[src/rtl/fpro_bridge_pkg.sv]
// Shared constants and state encoding for the byte-stream to FPro MMIO bridge.
// Latency: none (definitions only).
// Backpressure: none (definitions only).
package fpro_bridge_pkg;

    localparam logic [7:0] CMD_WR  = 8'h57;
    localparam logic [7:0] CMD_RD  = 8'h52;
    localparam logic [7:0] RSP_ACK = 8'h4B;
    localparam logic [7:0] RSP_BAD = 8'h3F;
    localparam logic [7:0] RSP_TO  = 8'h54;

    typedef enum logic [2:0] {
        ST_IDLE,
        ST_ADDR,
        ST_DATA,
        ST_REQ,
        ST_STROBE,
        ST_RESP
    } state_t;

    // Places a single response byte in the MSB lane so the serializer emits it first.
    function automatic logic [31:0] rsp_word(input logic [7:0] b);
        return {b, 24'h000000};
    endfunction

endpackage

[src/rtl/bridge_tx_serializer.sv]
// Emits a loaded 32-bit word (1 or 4 bytes, MSB first) on a valid/ready byte stream.
// Latency: tx_valid rises the cycle after load; done pulses with the last handshake.
// Backpressure: tx_valid/tx_data hold while tx_ready is low; load is ignored-safe only when idle.
module bridge_tx_serializer (
    input  logic        clk,
    input  logic        reset,
    input  logic        load,
    input  logic [31:0] load_word,
    input  logic [2:0]  load_len,
    output logic [7:0]  tx_data,
    output logic        tx_valid,
    input  logic        tx_ready,
    output logic        done
);

    logic [31:0] shreg;
    logic [2:0]  remain;
    logic        xfer;

    assign xfer    = tx_valid && tx_ready;
    assign tx_data = shreg[31:24];
    assign done    = xfer && (remain == 3'd1);

    // Shift register advances one byte per accepted handshake; valid drops after the last.
    always_ff @(posedge clk) begin
        if (reset) begin
            shreg    <= '0;
            remain   <= '0;
            tx_valid <= 1'b0;
        end else if (load) begin
            shreg    <= load_word;
            remain   <= load_len;
            tx_valid <= (load_len != 3'd0);
        end else if (xfer) begin
            shreg  <= {shreg[23:0], 8'h00};
            remain <= remain - 3'd1;
            if (remain == 3'd1) begin
                tx_valid <= 1'b0;
            end
        end
    end

endmodule

[src/rtl/fpro_mmio_master_bridge.sv]
// Parses 'W'/'R' byte commands into single-cycle FPro MMIO accesses and streams back ack/read data.
// Latency: last cmd byte at edge k -> REQ cycle k+1, STROBE k+2, first tx byte k+3 (gnt and tx_ready high).
// Backpressure: rx_ready low outside IDLE/ADDR/DATA; waits indefinitely on bus_gnt; tx held until tx_ready.
module fpro_mmio_master_bridge
    import fpro_bridge_pkg::*;
#(
    parameter int unsigned TIMEOUT_CYC = 1_000_000,
    parameter int unsigned TO_W        = $clog2(TIMEOUT_CYC + 1)
) (
    input  logic        clk,
    input  logic        reset,
    input  logic [7:0]  rx_data,
    input  logic        rx_valid,
    output logic        rx_ready,
    output logic [7:0]  tx_data,
    output logic        tx_valid,
    input  logic        tx_ready,
    output logic        bus_req,
    input  logic        bus_gnt,
    output logic        mmio_cs,
    output logic        mmio_wr,
    output logic        mmio_rd,
    output logic [20:0] mmio_addr,
    output logic [31:0] mmio_wr_data,
    input  logic [31:0] mmio_rd_data,
    output logic        busy
);

    // A disabled timeout still needs a legal one-bit counter.
    localparam int unsigned CW = (TO_W < 1) ? 1 : TO_W;

    state_t        state;
    logic          op_wr;
    logic [1:0]    byte_cnt;
    logic [CW-1:0] to_cnt;
    logic [20:0]   addr_q;
    logic [31:0]   wdata_q;

    logic          rx_xfer;
    logic          is_cmd;
    logic          to_hit;
    logic          ser_load;
    logic [31:0]   ser_word;
    logic [2:0]    ser_len;
    logic          ser_done;

    assign rx_ready = (state == ST_IDLE) || (state == ST_ADDR) || (state == ST_DATA);
    assign rx_xfer  = rx_valid && rx_ready;
    assign is_cmd   = (rx_data == CMD_WR) || (rx_data == CMD_RD);
    // Fires on the idle cycle that would bring the counter up to TIMEOUT_CYC.
    assign to_hit   = (TIMEOUT_CYC != 0) && ((32'(to_cnt) + 32'd1) == TIMEOUT_CYC);

    assign bus_req      = (state == ST_REQ) || (state == ST_STROBE);
    assign mmio_cs      = (state == ST_STROBE);
    assign mmio_wr      = mmio_cs && op_wr;
    assign mmio_rd      = mmio_cs && !op_wr;
    assign mmio_addr    = addr_q;
    assign mmio_wr_data = wdata_q;
    assign busy         = (state != ST_IDLE);

    // Select the response word on every transition into RESP.
    always_comb begin
        ser_load = 1'b0;
        ser_word = '0;
        ser_len  = 3'd1;
        case (state)
            ST_IDLE: begin
                if (rx_xfer && !is_cmd) begin
                    ser_load = 1'b1;
                    ser_word = rsp_word(RSP_BAD);
                end
            end
            ST_ADDR, ST_DATA: begin
                if (!rx_xfer && to_hit) begin
                    ser_load = 1'b1;
                    ser_word = rsp_word(RSP_TO);
                end
            end
            ST_STROBE: begin
                ser_load = 1'b1;
                if (op_wr) begin
                    ser_word = rsp_word(RSP_ACK);
                end else begin
                    ser_word = mmio_rd_data;
                    ser_len  = 3'd4;
                end
            end
            default: begin
            end
        endcase
    end

    // Command parser, inter-byte timeout and bus sequencing.
    always_ff @(posedge clk) begin
        if (reset) begin
            state    <= ST_IDLE;
            op_wr    <= 1'b0;
            byte_cnt <= '0;
            to_cnt   <= '0;
            addr_q   <= '0;
            wdata_q  <= '0;
        end else begin
            case (state)
                ST_IDLE: begin
                    if (rx_xfer) begin
                        byte_cnt <= '0;
                        to_cnt   <= '0;
                        if (is_cmd) begin
                            op_wr <= (rx_data == CMD_WR);
                            state <= ST_ADDR;
                        end else begin
                            state <= ST_RESP;
                        end
                    end
                end
                ST_ADDR: begin
                    if (rx_xfer) begin
                        to_cnt   <= '0;
                        addr_q   <= {addr_q[12:0], rx_data};
                        byte_cnt <= byte_cnt + 2'd1;
                        if (byte_cnt == 2'd2) begin
                            byte_cnt <= '0;
                            state    <= op_wr ? ST_DATA : ST_REQ;
                        end
                    end else if (to_hit) begin
                        to_cnt <= '0;
                        state  <= ST_RESP;
                    end else begin
                        to_cnt <= to_cnt + CW'(1);
                    end
                end
                ST_DATA: begin
                    if (rx_xfer) begin
                        to_cnt   <= '0;
                        wdata_q  <= {wdata_q[23:0], rx_data};
                        byte_cnt <= byte_cnt + 2'd1;
                        if (byte_cnt == 2'd3) begin
                            byte_cnt <= '0;
                            state    <= ST_REQ;
                        end
                    end else if (to_hit) begin
                        to_cnt <= '0;
                        state  <= ST_RESP;
                    end else begin
                        to_cnt <= to_cnt + CW'(1);
                    end
                end
                ST_REQ: begin
                    if (bus_gnt) begin
                        state <= ST_STROBE;
                    end
                end
                ST_STROBE: begin
                    state <= ST_RESP;
                end
                ST_RESP: begin
                    if (ser_done) begin
                        state <= ST_IDLE;
                    end
                end
                default: begin
                    state <= ST_IDLE;
                end
            endcase
        end
    end

    bridge_tx_serializer u_tx (
        .clk       (clk),
        .reset     (reset),
        .load      (ser_load),
        .load_word (ser_word),
        .load_len  (ser_len),
        .tx_data   (tx_data),
        .tx_valid  (tx_valid),
        .tx_ready  (tx_ready),
        .done      (ser_done)
    );

endmodule

[config.mk]
export PLATFORM = sky130hd
export DESIGN_NAME = fpro_mmio_master_bridge
export DESIGN_NICKNAME = d
export VERILOG_FILES = /design/src/rtl/fpro_bridge_pkg.sv /design/src/rtl/bridge_tx_serializer.sv /design/src/rtl/fpro_mmio_master_bridge.sv
export SDC_FILE = /design/constraint.sdc
export NUM_CORES = 1
export LEC_CHECK = 0
export ABC_AREA = 1
export CORE_MARGIN = 10
export CORE_UTILIZATION = 25
export DETAILED_ROUTE_END_ITERATION = 10
export MAX_ROUTING_LAYER = met4
export PLACE_DENSITY_LB_ADDON = 0.3
export SLEW_MARGIN = 5
export SYNTH_ARGS = -nofsm -noshare
export SYNTH_HDL_FRONTEND = slang
export SYNTH_SLANG_ARGS = --single-unit
[constraint.sdc]
create_clock -name clk -period 2.25 [get_ports clk]
set_clock_uncertainty 0.15 [all_clocks]
set_input_delay 0.45 -clock clk [delete_from_list [all_inputs] [get_ports clk]]
set_output_delay 0.45 -clock clk [all_outputs]
set_load 0.02 [all_outputs]
==> results of run 1 <==
[worst max-delay path: stages (launching register included)]
cell                      delay (ps)
sky130_fd_sc_hd__dfxtp_2         360
sky130_fd_sc_hd__ha_4            170
sky130_fd_sc_hd__nand2_4          60
sky130_fd_sc_hd__nor2_4          160
sky130_fd_sc_hd__buf_4           130
sky130_fd_sc_hd__nand3_1          80
sky130_fd_sc_hd__nand2_1          80
sky130_fd_sc_hd__nand2_1          60
sky130_fd_sc_hd__nor2_2          110
sky130_fd_sc_hd__nand3_1          90
sky130_fd_sc_hd__nor2_2          160
sky130_fd_sc_hd__nand3_4         140
sky130_fd_sc_hd__buf_4           180
sky130_fd_sc_hd__buf_12          140
sky130_fd_sc_hd__nand2_8          80
sky130_fd_sc_hd__nor2_1           50
sky130_fd_sc_hd__nor2_1          100
sky130_fd_sc_hd__nor2_1           50
[state kept, by name, summed over array words and instances (netlist names)]
name           flops
u_tx.shreg        32
to_cnt            20
state              3
byte_cnt           2
u_tx.remain        3
op_wr              1
mmio_addr         21
mmio_wr_data      32
u_tx.tx_valid      1
[how the worst min path moves through the flow]
| stage | startpoint | endpoint | slack [ps] | cells after the start |
|---|---|---|---|---|
| floorplan | u_tx.shreg[7]$_SDFFE_PP0P_ | u_tx.shreg[7]$_SDFFE_PP0P_ | 290 | 2 |
| global placement | u_tx.shreg[4]$_SDFFE_PP0P_ | u_tx.shreg[4]$_SDFFE_PP0P_ | 300 | 2 |
| detailed placement | u_tx.shreg[5]$_SDFFE_PP0P_ | u_tx.shreg[5]$_SDFFE_PP0P_ | 310 | 2 |
| CTS | u_tx.shreg[4]$_SDFFE_PP0P_ | u_tx.shreg[4]$_SDFFE_PP0P_ | 320 | 2 |
| global route | u_tx.shreg[1]$_SDFFE_PP0P_ | u_tx.shreg[1]$_SDFFE_PP0P_ | 330 | 2 |
| finish | u_tx.shreg[1]$_SDFFE_PP0P_ | u_tx.shreg[1]$_SDFFE_PP0P_ | 310 | 2 |
[Yosys cell counts (2+ instances only)]
master and n:
sky130_fd_sc_hd__buf_2 4, sky130_fd_sc_hd__o21ai_0 73, sky130_fd_sc_hd__ha_1 7, sky130_fd_sc_hd__buf_1 2, sky130_fd_sc_hd__nand2_2 4, sky130_fd_sc_hd__buf_6 3
sky130_fd_sc_hd__nor3_1 2, sky130_fd_sc_hd__xnor2_1 2, sky130_fd_sc_hd__o21ai_1 9, sky130_fd_sc_hd__a21oi_1 44, sky130_fd_sc_hd__dfxtp_1 115, sky130_fd_sc_hd__clkinv_1 3
sky130_fd_sc_hd__nor2_2 5, sky130_fd_sc_hd__o22ai_1 4, sky130_fd_sc_hd__clkbuf_1 28, sky130_fd_sc_hd__nand4_1 19, sky130_fd_sc_hd__inv_1 50, sky130_fd_sc_hd__xor2_1 2
sky130_fd_sc_hd__buf_4 8, sky130_fd_sc_hd__nor2_1 195, sky130_fd_sc_hd__o211ai_1 2, sky130_fd_sc_hd__nand3b_1 6, sky130_fd_sc_hd__inv_2 2, sky130_fd_sc_hd__nand2_1 158
sky130_fd_sc_hd__nand3_1 45, sky130_fd_sc_hd__nand3_2 5
[cell families after synthesis]
family | synth area share
AND/OR/NAND/NOR | 0.343
AO/OA/AOI/OAI | 0.130
flip-flops | 0.423
buffers and inverters | 0.0816
adder cells (fa/ha/maj) | 0.0161
XOR/XNOR | 0.00644
[final cells by class]
cell class	instances	area, sq um	area share
multi-input cells	592	2960	0.350
flip-flops and latches	115	2310	0.273
clock inverters	9	83.8	0.00991
well taps	275	344	0.0407
repair inverters	1	6.26	0.000739
diodes	2	5.00	0.000592
repair buffers	217	2070	0.245
clock buffers	21	460	0.0544
inverters	56	218	0.0257
[placed cells by master, fill, tap and decap left out, types with 4 or more instances in the layout]
cell type / instances
sky130_fd_sc_hd__ha_1: 6
sky130_fd_sc_hd__clkbuf_16: 17
sky130_fd_sc_hd__o21ai_1: 9
sky130_fd_sc_hd__nand3_1: 32
sky130_fd_sc_hd__nand2_1: 152
sky130_fd_sc_hd__nor2_4: 6
sky130_fd_sc_hd__a21oi_1: 41
sky130_fd_sc_hd__buf_4: 87
sky130_fd_sc_hd__dfxtp_1: 108
sky130_fd_sc_hd__nand3_4: 6
sky130_fd_sc_hd__nand3_2: 12
sky130_fd_sc_hd__dfxtp_2: 7
sky130_fd_sc_hd__buf_6: 6
sky130_fd_sc_hd__nand2_2: 8
sky130_fd_sc_hd__clkdlybuf4s50_1: 106
sky130_fd_sc_hd__clkinvlp_4: 4
sky130_fd_sc_hd__nand4_1: 19
sky130_fd_sc_hd__buf_12: 8
sky130_fd_sc_hd__nor2_1: 173
sky130_fd_sc_hd__nand3b_1: 6
sky130_fd_sc_hd__nor2_2: 22
sky130_fd_sc_hd__inv_1: 49
sky130_fd_sc_hd__o21ai_0: 71
sky130_fd_sc_hd__o22ai_1: 4
sky130_fd_sc_hd__dlygate4sd2_1: 4
[power breakdown]
part           switching, mW  internal (mW)
clock                  0.969           1.56
combinational           2.03           1.53
sequential             0.243           2.41
total                   3.24           5.50
[through the flow]
stage               power (mW)  utilization  setup slack (ps)
floorplan                 4.54            -             -16.4
global placement          5.88        0.349              -326
detailed placement        5.88        0.349              -345
CTS                       8.77        0.394              -192
global route              9.30        0.399              -377
finish                    8.74        0.399              -213
[what timing repair did]
action,CTS,global route
setup endpoints to repair,56,53
cloned,6,0
gates resized for setup,70,22
setup buffers,7,4
pin swaps,35,13
[layer usage]
metal	up-vias	wire length (um)	share of wire	GRT usage
met5	-	0	0	-
met4	0	151	0.0082	0.0318
met3	14	1820	0.099	0.0644
met2	139	7860	0.43	0.193
met1	2623	8640	0.47	0.162
li1	2994	-	-	-
==> run metrics, run 1 <==
result of the run=finished with violations; violated checks=negative setup slack; routed vias/inst=4.48; worst slack on hold paths=314 ps; portion of synthesized cell area occupied by the leading cell type=0.423; count of unresolved DRC violations after routing=0; fraction of layout cells with a size suffix above 1=0.209; global route total overflow=0; number of buffers inserted during clock tree synthesis=17; critical path launch point=to_cnt[1]$_SDFFE_PP0P_; number of buffers on the longest clock path=2; number of iterations in the first detailed-routing pass=5; headroom to the max-slew limit=0.695; final weighted congestion in routability-driven placement=0.822; Final period util=1.09; root buffer cell=sky130_fd_sc_hd__clkbuf_16; Worst setup endpoint=u_tx.remain[2]$_SDFFE_PP0P_; standard-cell row count=53; detailed-route wire length=~18 mm; initial detailed-routing violation count=292; number of library cell types mapped by synthesis=38; Detail Placement HPWL=12.7 mm; clk_lat worst skew=approximately 400 ps; unrepaired setup endpoints after global routing=yes; Total Die Area=28100 sq um; top post-synthesis cells by area=sky130_fd_sc_hd__dfxtp_1, sky130_fd_sc_hd__nor2_1, sky130_fd_sc_hd__nand2_1; Fmax=0.406 GHz; sequential area share after synthesis=0.423; post-detailed-route wirelength per cell=between 10 and 15 um; pin count of the biggest net entering global routing=42; total power divided by cell area=1030 nW/um^2; post-route cell area=approximately 8500 sq um; maximum fanout along the worst path=8; per-instance average area after synthesis=6.73 sq um; WP data required=about 2400 ps; number of placed cells counting well taps=1239; netlist area before placement=5440 sq um; number of levels the H-tree was split into=4; number of primary I/O pins=approximately 110; RR Startpoint=to_cnt[1]$_SDFFE_PP0P_; ys async rst share=0; vias in the first global route=approximately 5800; Worst Slack Setup Final=-213 ps; non-filler cells, final=1288; Pins Over Slew Limit=0; final-report setup violation count=49; placeable core region=between 20000 and 25000 sq um; Filler Cells Inserted=2218; number of instances in the synthesized netlist=809; type of element launching the critical path=flip-flop; biggest area consumer among synthesized cells=sky130_fd_sc_hd__dfxtp_1; post-synthesis to final-layout area growth=55.4%; clock-pin slew on the worst setup and hold paths=50 ps; initial core utilization=0.257; measured slew at the worst slew-check pin=around 460 ps; R2R cell count=17; Leak Pwr=3.57 nW; Sinks on Clock Net=115; total number of yosys warnings=0; WP data arrival=2620 ps; number of synthesized flops with an enable pin=0; via count=5770; net count of the finished layout=about 1100; cell area after placement=7400 sq um; Max IR drop VDD=0.554 mV; classification of the worst setup path=reg2reg; Worst R2R Setup Slack=-210 ps; count of state elements after synthesis=115; DIE HEIGHT=168 um; net count after synthesis=861; count of hold-fix buffers inserted at cts=0; max-cap check violation count=0; crit end category=flip-flop; GRT Util Overall=0.133; Fin. Hold Viols=0; R2R Path End=u_tx.remain[2]$_SDFFE_PP0P_; width of the chip=168 um; CTS tree=built; Total Neg Setup Slack=-7660 ps; Buffers on Ports=112; initial antenna violation count=2; wire length of the first global-routing pass=roughly 30 mm; ys flop type=sky130_fd_sc_hd__dfxtp_1; final critical path time including I/O delays and setup=2460 ps; kind of path behind the tightest hold check=reg2reg; count of nets left with antenna violations after detail routing=0
Power figures use the tool's default switching activity.
==> run 2, diff against run 1 <==
--- a/config.mk
+++ b/config.mk
@@ -6,7 +6,7 @@
 export NUM_CORES = 1
 export LEC_CHECK = 0
 export ABC_AREA = 1
-export CORE_MARGIN = 10
+export CORE_MARGIN = 5
 export CORE_UTILIZATION = 25
 export DETAILED_ROUTE_END_ITERATION = 10
 export MAX_ROUTING_LAYER = met4
==> run metrics, run 2 (same netlist as run 1, synthesis figures left out) <==
result of the run=finished with violations; violated checks=negative setup slack; most frequent cells in the layout=sky130_fd_sc_hd__nor2_1, sky130_fd_sc_hd__nand2_1, sky130_fd_sc_hd__dfxtp_1; root buffer cell=sky130_fd_sc_hd__clkbuf_16; kind of path behind the tightest hold check=reg2reg; total power draw=about 8.9 mW; initial antenna violation count=0; combined buffer and inverter count along the critical path=2; WP data arrival=2540 ps; net count of the finished layout=roughly 1100; routed vias/inst=4.43; final weighted congestion in routability-driven placement=0.836; DIE HEIGHT=158 um; net switching power=3.27 mW; Leak Pwr=3.61 nW; measured slew at the worst slew-check pin=439 ps; number of iterations in the first detailed-routing pass=5; Total Die Area=24800 sq um; global route total overflow=0; placeable core region=21600 sq um; sequential share of power=0.297; commonest non-fill, non-tap cell in the layout=sky130_fd_sc_hd__nor2_1; headroom to the max-slew limit=0.705; Buffers on Ports=between 100 and 150; antenna diode count=0; type of element launching the critical path=flip-flop; post-detailed-route wirelength per cell=13.7 um; Pint=5.67 mW; vias in the first global route=roughly 5700; CP max stage cell=sky130_fd_sc_hd__dfxtp_1; Fmax=0.420 GHz; wire length of the first global-routing pass=28.3 mm; max-cap check violation count=0; pin count of the biggest net entering global routing=58; CTS tree=built; number of primary I/O pins=roughly 110; via count=~5700; largest incremental delay on the critical path=370 ps; unrepaired setup endpoints after global routing=yes; Cell Chain, Critical Path=nand2_1 -> nor2_4 -> buf_4 -> nand3_1 -> nand2_1 -> nand2_1 -> nor2_1 -> nand3_1 -> nor2_4 -> nand3_4 -> nand3_4 -> buf_8 -> nand2_2 -> nor2_1 -> nor2_1; maximum fanout along the worst path=8; standard-cell row count=54; post-synthesis to final-layout area growth=56.4%; count of unresolved DRC violations after routing=0; clk_lat worst skew=between 400 and 500 ps; number of levels the H-tree was split into=4; Sinks on Clock Net=115; cell type group with the largest total delay on the critical path=simple AND/OR/NAND/NOR gates; GRT Util Overall=0.148; Max IR drop VDD=approximately 0.55 mV; number of buffers inserted during clock tree synthesis=17; final critical path time including I/O delays and setup=2380 ps; count of nets left with antenna violations after detail routing=0; width of the chip=158 um; Fin. Hold Viols=0; combinational power share=0.386; Switching Fraction=0.366; WP data required=around 2400 ps; Total Neg Setup Slack=-2480 ps; clock network fraction of total power=0.317; clock-pin slew on the worst setup and hold paths=60 ps; crit end category=flip-flop; initial detailed-routing violation count=232; detailed-route wire length=17.7 mm; fraction of layout cells with a size suffix above 1=0.214; classification of the worst setup path=reg2reg; total power divided by cell area=1050 nW/um^2; Detail Placement HPWL=12.0 mm; Final period util=1.06; Worst Slack Setup Final=-131 ps; initial core utilization=0.252; Pins Over Slew Limit=0; final-report setup violation count=37; number of buffers on the longest clock path=2
-- run 2: cell types whose count changed in the layout (fill, tap and decap cells not counted), moves of 4 or more --
| cell | delta |
|---|---|
| sky130_fd_sc_hd__nor2_1 | +7 |
| sky130_fd_sc_hd__buf_4 | +6 |
| sky130_fd_sc_hd__nand3_1 | +7 |
| sky130_fd_sc_hd__inv_6 | +5 |
| sky130_fd_sc_hd__buf_12 | -4 |
| sky130_fd_sc_hd__dfxtp_2 | -4 |
| sky130_fd_sc_hd__nand2_1 | -6 |
| sky130_fd_sc_hd__nor2_2 | -9 |
| sky130_fd_sc_hd__nand3_2 | -7 |
-- run 2: per-stage QoR --
| stage | setup slack, ps | instance area, sq um | hold slack, ps | utilization | cells |
|---|---|---|---|---|---|
| detailed placement | -338 | 7420 | 308 | 0.343 | 1247 |
| global route | -304 | 8510 | 348 | 0.394 | 1295 |
| CTS | -118 | 8270 | 320 | 0.383 | 1285 |
| global placement | -314 | 7420 | 305 | 0.343 | 1247 |
| floorplan | -16.4 | 5450 | 290 | - | 809 |
| finish | -131 | 8510 | 320 | 0.394 | 1295 |
-- run 2: final timing paths --
kind                                   start                     endpoint  slack [ps]  cells after the start
setup / recovery      to_cnt[5]$_SDFFE_PP0P_  u_tx.shreg[17]$_SDFFE_PP0P_        -130                     15
setup reg to reg      to_cnt[5]$_SDFFE_PP0P_  u_tx.shreg[17]$_SDFFE_PP0P_        -130                     15
hold / removal    u_tx.shreg[7]$_SDFFE_PP0P_   u_tx.shreg[7]$_SDFFE_PP0P_         320                      2
hold reg to reg   u_tx.shreg[7]$_SDFFE_PP0P_   u_tx.shreg[7]$_SDFFE_PP0P_         320                      2
-- run 2: power by group through the flow --
stage	clock network [mW]	logic, mW	registers, mW
floorplan	0	1.73	2.81
global placement	0	3.17	2.69
detailed placement	0	3.18	2.68
CTS	2.90	3.34	2.66
global route	3.02	3.84	2.70
finish	2.83	3.45	2.66
-- run 2: layout make-up --
type,instances,area (sq um)
fill,2283,13100
multi-input combinational,592,2990
sequential,115,2320
timing repair buffer,220,2020
clock buffer,18,439
tap,280,350
inverter,56,220
clock inverter,14,179
-- run 2: repair_timing --
action                     CTS  global route
setup endpoints to repair   55            54
buffers inserted             4            10
pin swaps                   19            27
resized for setup           60            54
cloned                       2             0
hold buffers                 0             0
-- run 2: worst reg2reg max path: stages, from the launching register on --
cell and delay, ps:
sky130_fd_sc_hd__dfxtp_1 370, sky130_fd_sc_hd__nand2_1 120, sky130_fd_sc_hd__nor2_4 170, sky130_fd_sc_hd__buf_4 140, sky130_fd_sc_hd__nand3_1 100, sky130_fd_sc_hd__nand2_1 80
sky130_fd_sc_hd__nand2_1 60, sky130_fd_sc_hd__nor2_1 90, sky130_fd_sc_hd__nand3_1 120, sky130_fd_sc_hd__nor2_4 170, sky130_fd_sc_hd__nand3_4 160, sky130_fd_sc_hd__nand3_4 200
sky130_fd_sc_hd__buf_8 160, sky130_fd_sc_hd__nand2_2 60, sky130_fd_sc_hd__nor2_1 80, sky130_fd_sc_hd__nor2_1 50
-- run 2: routing by layer --
metal	vias up	track usage	routed length, um
li1	2996	-	-
met1	2614	0.180	8260
met2	122	0.225	7970
met3	9	0.0660	1320
met4	0	0.0332	149
met5	-	-	0
==> run 3, diff against run 2 <==
--- a/config.mk
+++ b/config.mk
@@ -6,7 +6,7 @@
 export NUM_CORES = 1
 export LEC_CHECK = 0
 export ABC_AREA = 1
-export CORE_MARGIN = 5
+export CORE_MARGIN = 2
 export CORE_UTILIZATION = 25
 export DETAILED_ROUTE_END_ITERATION = 10
 export MAX_ROUTING_LAYER = met4
==> run metrics, run 3 (same netlist as run 1, synthesis figures left out) <==
max-cap check violation count=0; CTS tree=built; pin count of the biggest net entering global routing=76; number of levels the H-tree was split into=4; routed vias/inst=approximately 4.5; Fmax=approximately 0.43 GHz; type of element launching the critical path=flip-flop; combinational power share=0.380; fraction of layout cells with a size suffix above 1=0.192; final-report setup violation count=26; violated checks=negative setup slack; wire length of the first global-routing pass=27.7 mm; initial detailed-routing violation count=233; Sinks on Clock Net=~120; classification of the worst setup path=reg2reg; number of cells on the worst hold path=2; antenna diode count=0; placeable core region=21200 sq um; Total Die Area=about 23000 sq um; net switching power=3.22 mW; clock network fraction of total power=0.326; Fin. Hold Viols=0; final critical path time including I/O delays and setup=between 2000 and 2500 ps; footprint of the flip-flops and latches=2320 sq um; via count=5695; number of buffers on the longest clock path=2; count of unresolved DRC violations after routing=0; DIE HEIGHT=152 um; crit end category=flip-flop; number of buffers inserted during clock tree synthesis=17; Worst Slack Setup Final=-78.8 ps; Leak Pwr=between 3 and 4 nW; measured slew at the worst slew-check pin=439 ps; headroom to the max-slew limit=0.707; WP data arrival=between 2000 and 3000 ps; number of primary I/O pins=113; commonest non-fill, non-tap cell in the layout=sky130_fd_sc_hd__nor2_1; clk_lat worst skew=410 ps; Buffers on Ports=112; sequential share of power=0.294; worst slack on hold paths=313 ps; Max IR drop VDD=0.499 mV; unrepaired setup endpoints after global routing=yes; Filler Cells Inserted=2204; total power divided by cell area=1080 nW/um^2; final weighted congestion in routability-driven placement=0.785; detailed-route wire length=between 15 and 20 mm; GRT Util Overall=0.157; Final period util=1.04; R2R cell count=13; global route total overflow=0; vias in the first global route=5675; standard-cell row count=53; most frequent cells in the layout=sky130_fd_sc_hd__nor2_1, sky130_fd_sc_hd__nand2_1, sky130_fd_sc_hd__dfxtp_1; total power draw=approximately 9 mW; post-detailed-route wirelength per cell=13.3 um; Pins Over Slew Limit=0; post-synthesis to final-layout area growth=53.8%; maximum fanout along the worst path=14; area taken by multi-input logic gates=2920 sq um; initial core utilization=0.257; Switching Fraction=0.357; Detail Placement HPWL=11.5 mm; Pint=5.79 mW; initial antenna violation count=0; root buffer cell=sky130_fd_sc_hd__clkbuf_16; kind of path behind the tightest hold check=reg2reg; width of the chip=152 um; count of nets left with antenna violations after detail routing=0; result of the run=finished with violations; net count of the finished layout=1041; clock-pin slew on the worst setup and hold paths=60 ps; WP data required=2450 ps; number of iterations in the first detailed-routing pass=5
==> run 3: routing by layer <==
layer	global-route usage	share of wire	vias to the layer above
met5	-	0	-
met4	0.0440	0.010	0
met3	0.0680	0.084	16
met2	0.232	0.44	136
met1	0.196	0.47	2570
li1	-	-	2973
==> run 3: path summary, 6_finish.rpt <==
path | start | slack [ps] | end
max | to_cnt[5]$_SDFFE_PP0P_ | -80 | u_tx.shreg[18]$_SDFFE_PP0P_
min | u_tx.shreg[0]$_SDFFE_PP0P_ | 310 | u_tx.shreg[0]$_SDFFE_PP0P_
max reg2reg | to_cnt[5]$_SDFFE_PP0P_ | -80 | u_tx.shreg[18]$_SDFFE_PP0P_
min reg2reg | u_tx.shreg[0]$_SDFFE_PP0P_ | 310 | u_tx.shreg[0]$_SDFFE_PP0P_
==> run 3: final cells by class <==
type | instances | area share
clock buffers | 19 | 0.0529
inverters | 56 | 0.0269
multi-input cells | 592 | 0.348
well taps | 275 | 0.0411
repair buffers | 207 | 0.230
flip-flops and latches | 115 | 0.277
clock inverters | 13 | 0.0235
==> run 3: per-stage QoR <==
step / setup TNS (ps) / area, sq um / util / setup slack (ps) / std cells
3_3_place_gp: -10440 / 7370 / 0.347 / -305 / 1236
6_report: -1110 / 8370 / 0.395 / -78.8 / 1277
4_1_cts: -3250 / 8250 / 0.389 / -132 / 1275
5_1_grt: -8340 / 8370 / 0.395 / -271 / 1277
2_1_floorplan: -16.4 / 5450 / - / -16.4 / 809
3_5_place_dp: -13190 / 7370 / 0.347 / -367 / 1236
==> run 3: power groups by stage <==
stage / logic (mW) / clock network [mW] / registers (mW)
finish: 3.42 / 2.94 / 2.65
global route: 3.78 / 3.12 / 2.70
CTS: 3.41 / 3.01 / 2.65
detailed placement: 3.14 / 0 / 2.68
global placement: 3.14 / 0 / 2.68
floorplan: 1.73 / 0 / 2.81
==> run 3: repair_timing <==
item,4_1_cts,5_1_grt
resized for setup,58,36
cloned,2,0
hold buffers,0,0
buffers inserted,5,2
pin swaps,14,14
endpoints found under the setup margin,56,55
==> run 3: critical path, stage by stage (launching register included) <==
cell                      delay, ps
sky130_fd_sc_hd__dfxtp_2        360
sky130_fd_sc_hd__nand2_1        110
sky130_fd_sc_hd__nor2_4         200
sky130_fd_sc_hd__nand2_2        100
sky130_fd_sc_hd__nor2_2         150
sky130_fd_sc_hd__xor2_2         200
sky130_fd_sc_hd__nand3_1        140
sky130_fd_sc_hd__nor2_4         140
sky130_fd_sc_hd__nand3_4        130
sky130_fd_sc_hd__nand3_4        120
sky130_fd_sc_hd__buf_12         140
sky130_fd_sc_hd__buf_16         140
sky130_fd_sc_hd__o21ai_1         60
sky130_fd_sc_hd__nor2_1         110
